===== src/rtl/pit_wb_slave_if.sv =====
// pit_wb_slave_if: parametrised WISHBONE slave front-end for the PIT register bytes
module pit_wb_slave_if #(
  parameter int DWIDTH      = 16,
  parameter int AWIDTH      = 3,
  parameter int NREGS       = 6,
  parameter int WAIT_STATES = 1,
  parameter int ERR_EN      = 1
) (
  input  logic                  wb_clk_i,
  input  logic                  arst_i,
  input  logic                  wb_rst_i,
  input  logic [AWIDTH-1:0]     wb_adr_i,
  input  logic [DWIDTH-1:0]     wb_dat_i,
  output logic [DWIDTH-1:0]     wb_dat_o,
  input  logic                  wb_we_i,
  input  logic                  wb_stb_i,
  input  logic                  wb_cyc_i,
  input  logic [DWIDTH/8-1:0]   wb_sel_i,
  output logic                  wb_ack_o,
  output logic                  wb_err_o,
  output logic [NREGS-1:0]      write_regs,
  input  logic [8*NREGS-1:0]    read_regs
);
  localparam int B  = DWIDTH / 8;
  localparam int CW = (WAIT_STATES > 1) ? $clog2(WAIT_STATES) : 1;

  logic sel;
  logic unused_ok;

  assign sel       = wb_cyc_i & wb_stb_i;
  // write data is consumed by the register blocks, not by this front-end
  assign unused_ok = ^{wb_dat_i, wb_clk_i, arst_i, wb_rst_i};

  function automatic logic oor(input logic [AWIDTH-1:0] a);
    return (int'(a) * B) >= NREGS;
  endfunction

  // lanes past the last register byte read as zero, so a fully oor word reads zero too
  function automatic logic [DWIDTH-1:0] rd_word(input logic [AWIDTH-1:0] a,
                                                input logic [8*NREGS-1:0] rr);
    logic [DWIDTH-1:0] w;
    w = '0;
    for (int j = 0; j < B; j++) begin
      int k;
      k = int'(a) * B + j;
      if (k < NREGS) w[8*j +: 8] = rr[8*k +: 8];
    end
    return w;
  endfunction

  function automatic logic [NREGS-1:0] wr_mask(input logic [AWIDTH-1:0] a,
                                               input logic [B-1:0] s);
    logic [NREGS-1:0] m;
    for (int k = 0; k < NREGS; k++) m[k] = ((k / B) == int'(a)) && s[k % B];
    return m;
  endfunction

  generate
    if (WAIT_STATES == 0) begin : g_comb
      logic err_c;
      // zero-wait-state: everything decoded from the live bus every cycle
      always_comb begin
        err_c      = (ERR_EN != 0) && oor(wb_adr_i);
        wb_ack_o   = sel & ~err_c;
        wb_err_o   = sel & err_c;
        wb_dat_o   = rd_word(wb_adr_i, read_regs);
        write_regs = (sel & wb_we_i & ~err_c) ? wr_mask(wb_adr_i, wb_sel_i) : '0;
      end
    end else begin : g_fsm
      typedef enum logic [1:0] {IDLE, WAIT, TERM} state_t;
      state_t            state_q, state_d;
      logic [CW-1:0]     cnt_q, cnt_d;
      logic [AWIDTH-1:0] adr_q, adr_d;
      logic              we_q, we_d;
      logic [B-1:0]      sel_q, sel_d;
      logic [DWIDTH-1:0] dat_q, dat_d;
      logic              err_c, term;

      // next-state: latch the request in IDLE, count wait states, abort on strobe loss
      always_comb begin
        state_d = state_q;
        cnt_d   = cnt_q;
        adr_d   = adr_q;
        we_d    = we_q;
        sel_d   = sel_q;
        dat_d   = dat_q;
        case (state_q)
          IDLE: if (sel) begin
            adr_d   = wb_adr_i;
            we_d    = wb_we_i;
            sel_d   = wb_sel_i;
            cnt_d   = CW'(WAIT_STATES - 1);
            state_d = (WAIT_STATES == 1) ? TERM : WAIT;
          end
          WAIT: if (!sel) state_d = IDLE;
                else begin
                  cnt_d   = cnt_q - CW'(1);
                  state_d = (cnt_q == CW'(1)) ? TERM : WAIT;
                end
          default: state_d = IDLE;
        endcase
        if (state_d == TERM) dat_d = rd_word(adr_d, read_regs);
      end

      // state and request registers; async and sync resets both return to IDLE
      always_ff @(posedge wb_clk_i or negedge arst_i) begin
        if (!arst_i) begin
          state_q <= IDLE;
          cnt_q   <= '0;
          adr_q   <= '0;
          we_q    <= 1'b0;
          sel_q   <= '0;
          dat_q   <= '0;
        end else if (wb_rst_i) begin
          state_q <= IDLE;
          cnt_q   <= '0;
          adr_q   <= '0;
          we_q    <= 1'b0;
          sel_q   <= '0;
          dat_q   <= '0;
        end else begin
          state_q <= state_d;
          cnt_q   <= cnt_d;
          adr_q   <= adr_d;
          we_q    <= we_d;
          sel_q   <= sel_d;
          dat_q   <= dat_d;
        end
      end

      // terminations gated by the live strobe so an abort in TERM issues nothing
      always_comb begin
        err_c      = (ERR_EN != 0) && oor(adr_q);
        term       = (state_q == TERM) & sel;
        wb_ack_o   = term & ~err_c;
        wb_err_o   = term & err_c;
        wb_dat_o   = dat_q;
        write_regs = (term & we_q & ~err_c) ? wr_mask(adr_q, sel_q) : '0;
      end
    end
  endgenerate
endmodule


===== config.mk =====
export PLATFORM = sky130hd
export DESIGN_NAME = pit_wb_slave_if
export DESIGN_NICKNAME = d
export VERILOG_FILES = /design/src/rtl/pit_wb_slave_if.sv
export SDC_FILE = /design/constraint.sdc
export NUM_CORES = 1
export LEC_CHECK = 0
export ABC_CLOCK_PERIOD_IN_PS = 2100
export CAP_MARGIN = 20
export CORE_MARGIN = 2
export CORE_UTILIZATION = 40
export DETAILED_ROUTE_END_ITERATION = 12
export PLACE_DENSITY_LB_ADDON = 0.15
export SLEW_MARGIN = 20
export SYNTH_ARGS = -nofsm -noshare
export SYNTH_HDL_FRONTEND = slang
export SYNTH_SLANG_ARGS = --single-unit

===== constraint.sdc =====
create_clock -name wb_clk_i -period 2.1 [get_ports wb_clk_i]
set_input_delay 0.315 -clock wb_clk_i [delete_from_list [all_inputs] [get_ports wb_clk_i]]
set_output_delay 0.315 -clock wb_clk_i [all_outputs]
set_load 0.01 [all_outputs]

==> results by group <==
Yosys
  – Synthesized instance count: around 250
  – Most instantiated cells after synthesis: nand2_1, a21oi_1, nand2b_1, a22oi_1, dfrtp_1
  – Post-synth top area share: 0.3383
  – Ys Warns: 0
  – Synth Cell Area: approximately 1800 um2
  – Syn avg cell area: approximately 7.5 um2
  – Net count after synthesis: 321
  – Synth cell types: 23
  – Post-synth EDFFs: 0
  – Count leader, synth: nand2_1
  – Async set or reset register ratio after synthesis: 1.000
  – Main synth FF type: dfrtp_1
  – Area leader, netlist: dfrtp_1
  – Yosys reg bits: 25
  – Top post-synthesis cells by area: dfrtp_1, a22oi_1, nand2b_1
  – Sequential-to-total area share from yosys stat: 0.3383

Critical path
  – Req. time, crit path: 1.78 ns
  – Maximum fanout along the worst path: 3
  – Critical path endpoint category: output pin
  – Crit Path Category: in -> out
  – WP data arrival: 1.74 ns
  – Startpoint Class: input port

Floorplan
  – Die width: around 72 um
  – I/O Pins: a little under 100
  – Initial Utilization: 0.4189
  – Core ar.: roughly 4400 um2
  – Die Area: approximately 5200 um2
  – Die height: 72.00 um
  – Row Count: 24

CTS
  – Clock tree sinks: 25
  – CTS tree: yes
  – Clock Path Buffers: 2
  – H-tree Lvls: 1
  – Clock transition at path regs: approximately 0.090 ns
  – Post-CTS Setup Repair Bufs: 0
  – Clk_lat worst skew: around 0.27 ns
  – Num CTS Buffers: 3
  – Hold_buf cts: 0
  – Clock tree root buffer cell: clkbuf_8

Power
  – Final Power: 0.001203 W
  – Maximum vdd drop: 226.5 uV
  – Pwr/cell area: about 420 nW/um2
  – Leak pwr: between 1 and 1.5 nW

Route
  – DR vias: 2,132
  – First DRT Iteration DRCs: roughly 160
  – Vias per std cell: about 5.5
  – 1st-pass router iterations: 4
  – WL/cell: approximately 15 um
  – DRC: 0
  – DRT antenna net count: 0
  – Final Routed Wirelength: 5737 um

STA
  – Min Tclk post-route: between 2 and 2.5 ns
  – Max Clock Freq: 0.4877 GHz
  – Worst-margin pin slew: roughly 0.35 ns
  – Pins Over Slew Limit: 0
  – Skew final: 0.001945 ns
  – Endpoints failing hold: 0
  – Final period utilization: 0.9764
  – Max_slew headroom: 0.7645
  – Setup TNS: 0 ns
  – # setup viols final: 0

Worst hold path
  – HP Class: in -> async

Global routing
  – Initial antenna violation count: 0
  – Largest net degree at the start of global routing: 26
  – Total track usage: 0.2177
  – First-pass GRT wire length: between 9000 and 10,000 um
  – Vias in the first global route: 1,994
  – Gr ovfl total: 0

Placement
  – DPL Wire Length: ~4200 um
  – I/O Buffers: 82
  – GP Congestion: between 0.7 and 0.8

Layout
  – Number of antenna diodes: 0
  – Area growth syn-to-layout: 54.87%
  – Nets@finish: around 410
  – Filler cell count: 401
  – Layout cells sized above 1: 0.1190

Flow run
  – MaxCap Viol Count: 0

Run status
  – Status: finished clean
final timing paths:
| kind | from | end | slack [ns] | cells past startpoint |
|---|---|---|---|---|
| max in group asynchronous | arst_i | wb_dat_o[12] | 1.43 | 2 |
| setup / recovery | wb_stb_i | write_regs[1] | 0.05 | 6 |
| min in group wb_clk_i | g_fsm.cnt_q | g_fsm.cnt_q | 0.51 | 1 |
| hold reg to reg | g_fsm.cnt_q | g_fsm.cnt_q | 0.51 | 1 |
| hold / removal | arst_i | wb_dat_o[0] | 0.41 | 2 |
| setup reg to reg | g_fsm.state_q[0] | wb_dat_o[10] | 0.28 | 8 |
worst max-delay path, cell delays in order:
cell,delay [ns]
clkdlybuf4s50_1,0.49
nand4b_1,0.19
nor3b_2,0.30
nand2_1,0.16
nor3_2,0.12
clkbuf_2,0.16
logic make-up after synthesis:
logic type             synth area share
buffers and inverters           0.04939
and+or+nand+nor                  0.2977
muxes                           0.03044
AOI/OAI and AO/OA                0.2842
DFF                              0.3383
sequential cells by signal (all words and copies together) (netlist names):
name           cells
g_fsm.adr_q        3
g_fsm.cnt_q        1
g_fsm.sel_q        2
g_fsm.state_q      2
g_fsm.we_q         1
wb_dat_o          16
layout make-up:
| type | instances | area [um2] | share of cell area |
|---|---|---|---|
| Clock buffer | 4 | 45.04 | 0.01573 |
| Multi-Input combinational cell | 202 | 1154 | 0.4028 |
| Sequential cell | 25 | 625.6 | 0.2184 |
| Tap cell | 52 | 65.06 | 0.02272 |
| Timing Repair Buffer | 105 | 974.7 | 0.3403 |
cells in the final DEF (no fill, tap or decap):
master	netlist	final
o211ai_2	1	1
nor3b_2	0	1
clkbuf_8	0	3
nor3_1	3	1
dfrtp_1	25	25
nand4b_1	1	1
buf_2	4	1
clkbuf_1	13	1
a21oi_1	37	36
and4bb_1	1	1
nor2b_1	1	1
nand4bb_1	1	1
and3b_1	1	1
nand2b_1	36	36
nor3_2	0	2
clkbuf_2	0	5
nor2_1	8	8
dlygate4sd2_1	0	1
buf_4	0	22
nand2_2	0	1
a22oi_1	32	32
nor3b_1	2	1
a21oi_2	0	1
o21ai_0	16	16
buf_12	0	1
mux2i_1	2	2
clkdlybuf4s50_1	0	75
mux2i_2	1	1
mux2i_4	1	1
nand3b_1	1	1
o21a_1	1	1
nand2_1	56	55
power breakdown:
part	switching, W	internal, W	total (W)
clock	0.000161	0.000136	0.000297
sequential	0.0000162	0.000500	0.000516
combinational	0.000175	0.000216	0.000391
total	0.000351	0.000852	0.00120
repair_timing:
item,in CTS,in global routing
endpoints found under the setup margin,6,6
gates cloned,0,0
pin swaps,2,3
gates resized for setup,12,13
metrics by stage:
step                      worst slack [ns]  utilization  instances  area (um2)  hold slack (ns)
after floorplan                     0.4710            -        246        1849          0.01941
after global placement             -0.3670       0.6417        384        2833           0.4697
after detailed placement           -0.4715       0.6417        384        2833           0.4887
after CTS                       0.00001077       0.6516        388        2877           0.4317
after global routing              -0.04788       0.6488        388        2864           0.4613
final                              0.04947       0.6488        388        2864           0.4099
metal layers:
layer  GRT usage  share of wire  wire (um)
met3     0.03889          0.078        445
met4     0.03774         0.0054         31
met5           0              0          0
met1      0.2916           0.44       2524
met2      0.3745           0.48       2735
No activity file was read; power rests on OpenSTA's default activity.
==> variant 1 (same flow settings) <==
Change the parameter `AWIDTH` from 3 to 2.
--- a/src/rtl/pit_wb_slave_if.sv
+++ b/src/rtl/pit_wb_slave_if.sv
@@ -3,3 +3,3 @@
   parameter int DWIDTH      = 16,
-  parameter int AWIDTH      = 3,
+  parameter int AWIDTH      = 2,
   parameter int NREGS       = 6,
Interface: changed (resized wb_adr_i); port bits go from 99 to 98. The function was not compared with the original's and may differ.
==> variant 1 against the unedited design <==
- first-iteration DRC count is 65% lower
- global-route usage is 0.42 points higher
- sequential power down 3%
- final area decreased by 20%
- setup slack gained 0.042 ns
- wire length shrank 30%
- highest routed layer unchanged
- critical path depth stayed put
- largest cell class is now non-clock buffers
- sequential cell count shrank 1
- clock power down 18%
- synthesized area down 30%
- power fell by 13%
- utilization rose by 10 points
==> variant 1: results (changes against the unedited design) <==
----------------------------------------------------
[Final layout]
  Multi-input combinational cell count ... 83 (-59%)
  Total of fill cells in the finished design ... 232 (-42%)
  Non-filler instance count after layout ... 255 (-34%)

[Clock network]
  CTS root buf ... sky130_fd_sc_hd__clkbuf_4
  Clock insertion delay at the later pin of the skew report ... 0.31 ns (+0.04 ns)

[Place]
  RePlAce Congestion ... 0.715 (-6.5%)
  Input/output buffers ... 81 (-1.2%)
  Placed Cells incl. Taps ... 246 (-36%)
  Placed inst area ... 0.00223 mm^2 (-21%)

[GRT]
  Met3 Track Usage GR ... 4.48% (+0.59 points)
  Wire length of the first global-routing pass ... 6050 um (-33%)
  Total track usage ... 22.2% (+0.42 points)
  Largest net degree at the start of global routing ... 25 (-3.8%)
  Fraction of met1 tracks used by global routing ... 24.0% (-5.1 points)

[Synth]
  Compound-cell area share of the yosys netlist ... 18.7% (-9.7 points)
  Ranking of synthesized cells by instance count ... sky130_fd_sc_hd__dfrtp_1, sky130_fd_sc_hd__mux2i_1, sky130_fd_sc_hd__a32oi_1, sky130_fd_sc_hd__nor2_1, sky130_fd_sc_hd__o21ai_1
  Seq/Total Area, Yosys ... 46.6% (+13 points)
  Dominant cells by area after synthesis ... sky130_fd_sc_hd__dfrtp_1, sky130_fd_sc_hd__mux2i_1, sky130_fd_sc_hd__a32oi_1

[Worst setup path]
  Depth of the most critical reg-to-reg path ... 5 (-3)
  Kind of cell adding the most delay to the critical path ... buffers and inverters
  Critical Path Max Stage Delay ... 0.41 ns (-0.08 ns)
  Setup slack on the worst flop-to-flop path ... 0.21 ns (-0.07 ns)
  Reg2Reg Launch Point ... g_fsm.state_q[1]
  Startpoint types ... flip-flop

[Route]
  Sum of routed wire length over all layers ... 4040 um (-30%)
  Routed met3 length ... 230 um (-48%)
  Total via count in the routed design ... 1,332 (-38%)
  Post-route met1 wirelength ... 1560 um (-38%)

[Timing]
  Worst clock skew ... 0.0106 ns (+0.00864 ns)

[Power]
  Power drawn by the combinational cells ... 0.305 mW (-22%)
  Lkg Pwr ... 1.05 nW (-8.8%)
  Part of the power in the clock network ... 23.1% (-1.6 points)

[Status]
  Status ... completed

----------------------------------------------------
## variant 1: changes by cell type after synthesis, moves of 16 or more
cell | unedited run | this run
sky130_fd_sc_hd__nand2_1 | 56 | 2
sky130_fd_sc_hd__a21oi_1 | 37 | 2
sky130_fd_sc_hd__mux2i_1 | 2 | 20
sky130_fd_sc_hd__a22oi_1 | 32 | 0
sky130_fd_sc_hd__nand2b_1 | 36 | 3
sky130_fd_sc_hd__a32oi_1 | 0 | 16
## variant 1: how the worst max path moves through the flow
stage / endpoint / slack, ns
5_1_grt: wb_err_o / -0.03
6_report: wb_err_o / 0.09
4_1_cts: write_regs[0] / -0.02
3_5_place_dp: write_regs[0] / -0.33
3_3_place_gp: write_regs[1] / -0.24
2_1_floorplan: wb_dat_o[8] / 0.34
## variant 1: what timing repair did
item | CTS | global route
endpoints found under the setup margin | 7 | 6
buffers inserted | 4 | 1
gates cloned | 0 | 0
pin swaps | 1 | 3
resized for setup | 15 | 15
==> variant 2 (same settings) <==
Made on the original files. The 3 states of `state_t` get a one-hot encoding in 3 bits.
--- a/src/rtl/pit_wb_slave_if.sv
+++ b/src/rtl/pit_wb_slave_if.sv
@@ -69,3 +69,3 @@
     end else begin : g_fsm
-      typedef enum logic [1:0] {IDLE, WAIT, TERM} state_t;
+      typedef enum logic [2:0] {IDLE = 3'b001, WAIT = 3'b010, TERM = 3'b100} state_t;
       state_t            state_q, state_d;
Check against the original RTL: no difference found for any inputs over 10 cycles, from zero or initial values and one cycle with arst_i low; not proved beyond that.
==> variant 2 against the unedited design <==
- power grew 0.83%
- final area decreased by 1.0%
- critical path depth decreased by 2
- wire length shrank 12%
- sequential cell count up 1
- synthesized area shrank 6.2%
- sequential power is 4% higher
- largest power group unchanged
- setup slack improved by 0.046 ns
- combinational power fell by 1%
==> variant 2: results (changes against the unedited design) <==
----------------------------------------------------
[GRT]
  Number of global-route vias before repair ... 1,757 (-12%)
  Largest net degree at the start of global routing ... 29 (+12%)
  Total track usage ... 21.3% (-0.46 points)
  Wire length of the first global-routing pass ... 8560 um (-5.4%)

[Worst setup path]
  CP Max Fanout ... 2 (-1)
  Arrival time at the worst endpoint ... 1.69 ns (-0.05 ns)

[Final layout]
  Fraction of layout instances using a drive strength above 1 ... 22.8% (+11 points)
  Non-filler instance count after layout ... 335 (-14%)
  Post-layout net count ... 361 (-12%)
  Total of fill cells in the finished design ... 349 (-13%)

[Route]
  Sum of routed wire length over all layers ... 5040 um (-12%)
  Detail-routed via count per cell ... 5.44 (-1.0%)
  First DRT Iteration DRCs ... 75 (-54%)

[Place]
  RePlAce Congestion ... 0.765 (+0.14%)
  DPL Wire Length ... 3780 um (-10%)

[Synth]
  Dominant cells by area after synthesis ... sky130_fd_sc_hd__dfrtp_1, sky130_fd_sc_hd__a22oi_1, sky130_fd_sc_hd__a22oi_2
  Seq/Total Area, Yosys ... 37.6% (+3.7 points)
  Ranking of synthesized cells by instance count ... sky130_fd_sc_hd__dfrtp_1, sky130_fd_sc_hd__a22oi_1, sky130_fd_sc_hd__nand2_1, sky130_fd_sc_hd__nand3_1
  Post-synthesis net count ... 261 (-19%)
  Number of distinct library cell variants in the gate-level netlist after synthesis ... 40 (+74%)

[Timing]
  Slew at the pin with the worst max-slew slack ... 0.357 ns (+0.00461 ns)
  Worst clock skew ... 0.00266 ns (+0.000716 ns)
  Number of setup violations in the final report ... 0 (unchanged)

[Power]
  Lkg Pwr ... 1.20 nW (+4.5%)
  Maximum vdd ir drop ... 0.000233 V (+2.7%)

[Status]
  Status ... completed

----------------------------------------------------
variant 2: changes by cell type after synthesis, sizes merged, moves of 2 or more:
cell	delta
nand2	-36
buf	+4
nor2	+6
nand3	+17
nand2b	-35
clkbuf	-11
nor4	+2
and3	+2
a21oi	-34
a21o	+16
variant 2: stage by stage:
stage | setup WS, ns | util [%] | total power, mW | cell area [um^2]
floorplan | 0.343 | - | 0.711 | 1740
global placement | -0.260 | 68.2 | 0.926 | 2790
detailed placement | -0.314 | 68.2 | 0.930 | 2790
CTS | 0.00501 | 69.1 | 1.22 | 2820
global route | -0.0200 | 69.4 | 1.28 | 2830
finish | 0.0958 | 69.4 | 1.21 | 2830
variant 2: logic make-up (layout without fill, tap and decap cells):
family,count (synthesis),in the layout,share of synthesized area [%]
buf+inv,13,112,4.18
simple gates,69,69,21.8
xor+xnor,1,1,0.505
flops,26,26,37.6
compound gates,71,71,32.2
mux,6,6,3.75
variant 2: final timing paths:
path	start	endpoint	slack, ns	depth (start not counted)
worst max-delay path	wb_cyc_i	wb_err_o	0.1	4
worst min-delay path	arst_i	g_fsm.sel_q[1]	0.41	2
worst max register to register	g_fsm.state_q[1]	wb_dat_o[4]	0.30	6
worst min register to register	g_fsm.cnt_q	g_fsm.state_q[1]	0.50	1
max in group asynchronous	arst_i	g_fsm.state_q[0]	1.39	2
min in group wb_clk_i	g_fsm.cnt_q	g_fsm.state_q[1]	0.50	1
variant 2: critical path, stage by stage:
cell	delay (ns)
sky130_fd_sc_hd__clkdlybuf4s50_1	0.48
sky130_fd_sc_hd__nand4b_1	0.15
sky130_fd_sc_hd__nor3_1	0.19
sky130_fd_sc_hd__clkdlybuf4s50_1	0.56
variant 2: power groups by stage:
stage                     Sequential [mW]  Clock (mW)  Combinational, mW
after floorplan                     0.550           0              0.162
after global placement              0.544           0              0.382
after detailed placement            0.544           0              0.386
after CTS                           0.535       0.301              0.388
after global routing                0.538       0.321              0.421
final                               0.535       0.292              0.386
variant 2: area by class of cell:
class | instances | area share (%)
multi-input combinational | 147 | 36.7
clock buffer | 4 | 1.59
inverter | 1 | 0.132
sequential | 26 | 23.0
tap | 50 | 2.21
timing repair buffer | 107 | 36.4
variant 2: routing by layer:
metal  routed length (um)  vias to the layer above  track usage, %  share of wire (%)
met5                    0                        -               0                  0
met4                   24                        0            3.85               0.48
met3                  293                        2            2.74                5.8
met2                 2320                       55            33.7                 46
met1                 2400                      867            31.6                 48
li1                     -                      898               -                  -
variant 2: repair_timing:
item | 4_1_cts | 5_1_grt
setup buffers | 0 | 1
setup endpoints to repair | 6 | 7
pin swaps | 0 | 1
gates resized for setup | 12 | 15
endpoints found under the hold margin | 0 | 0
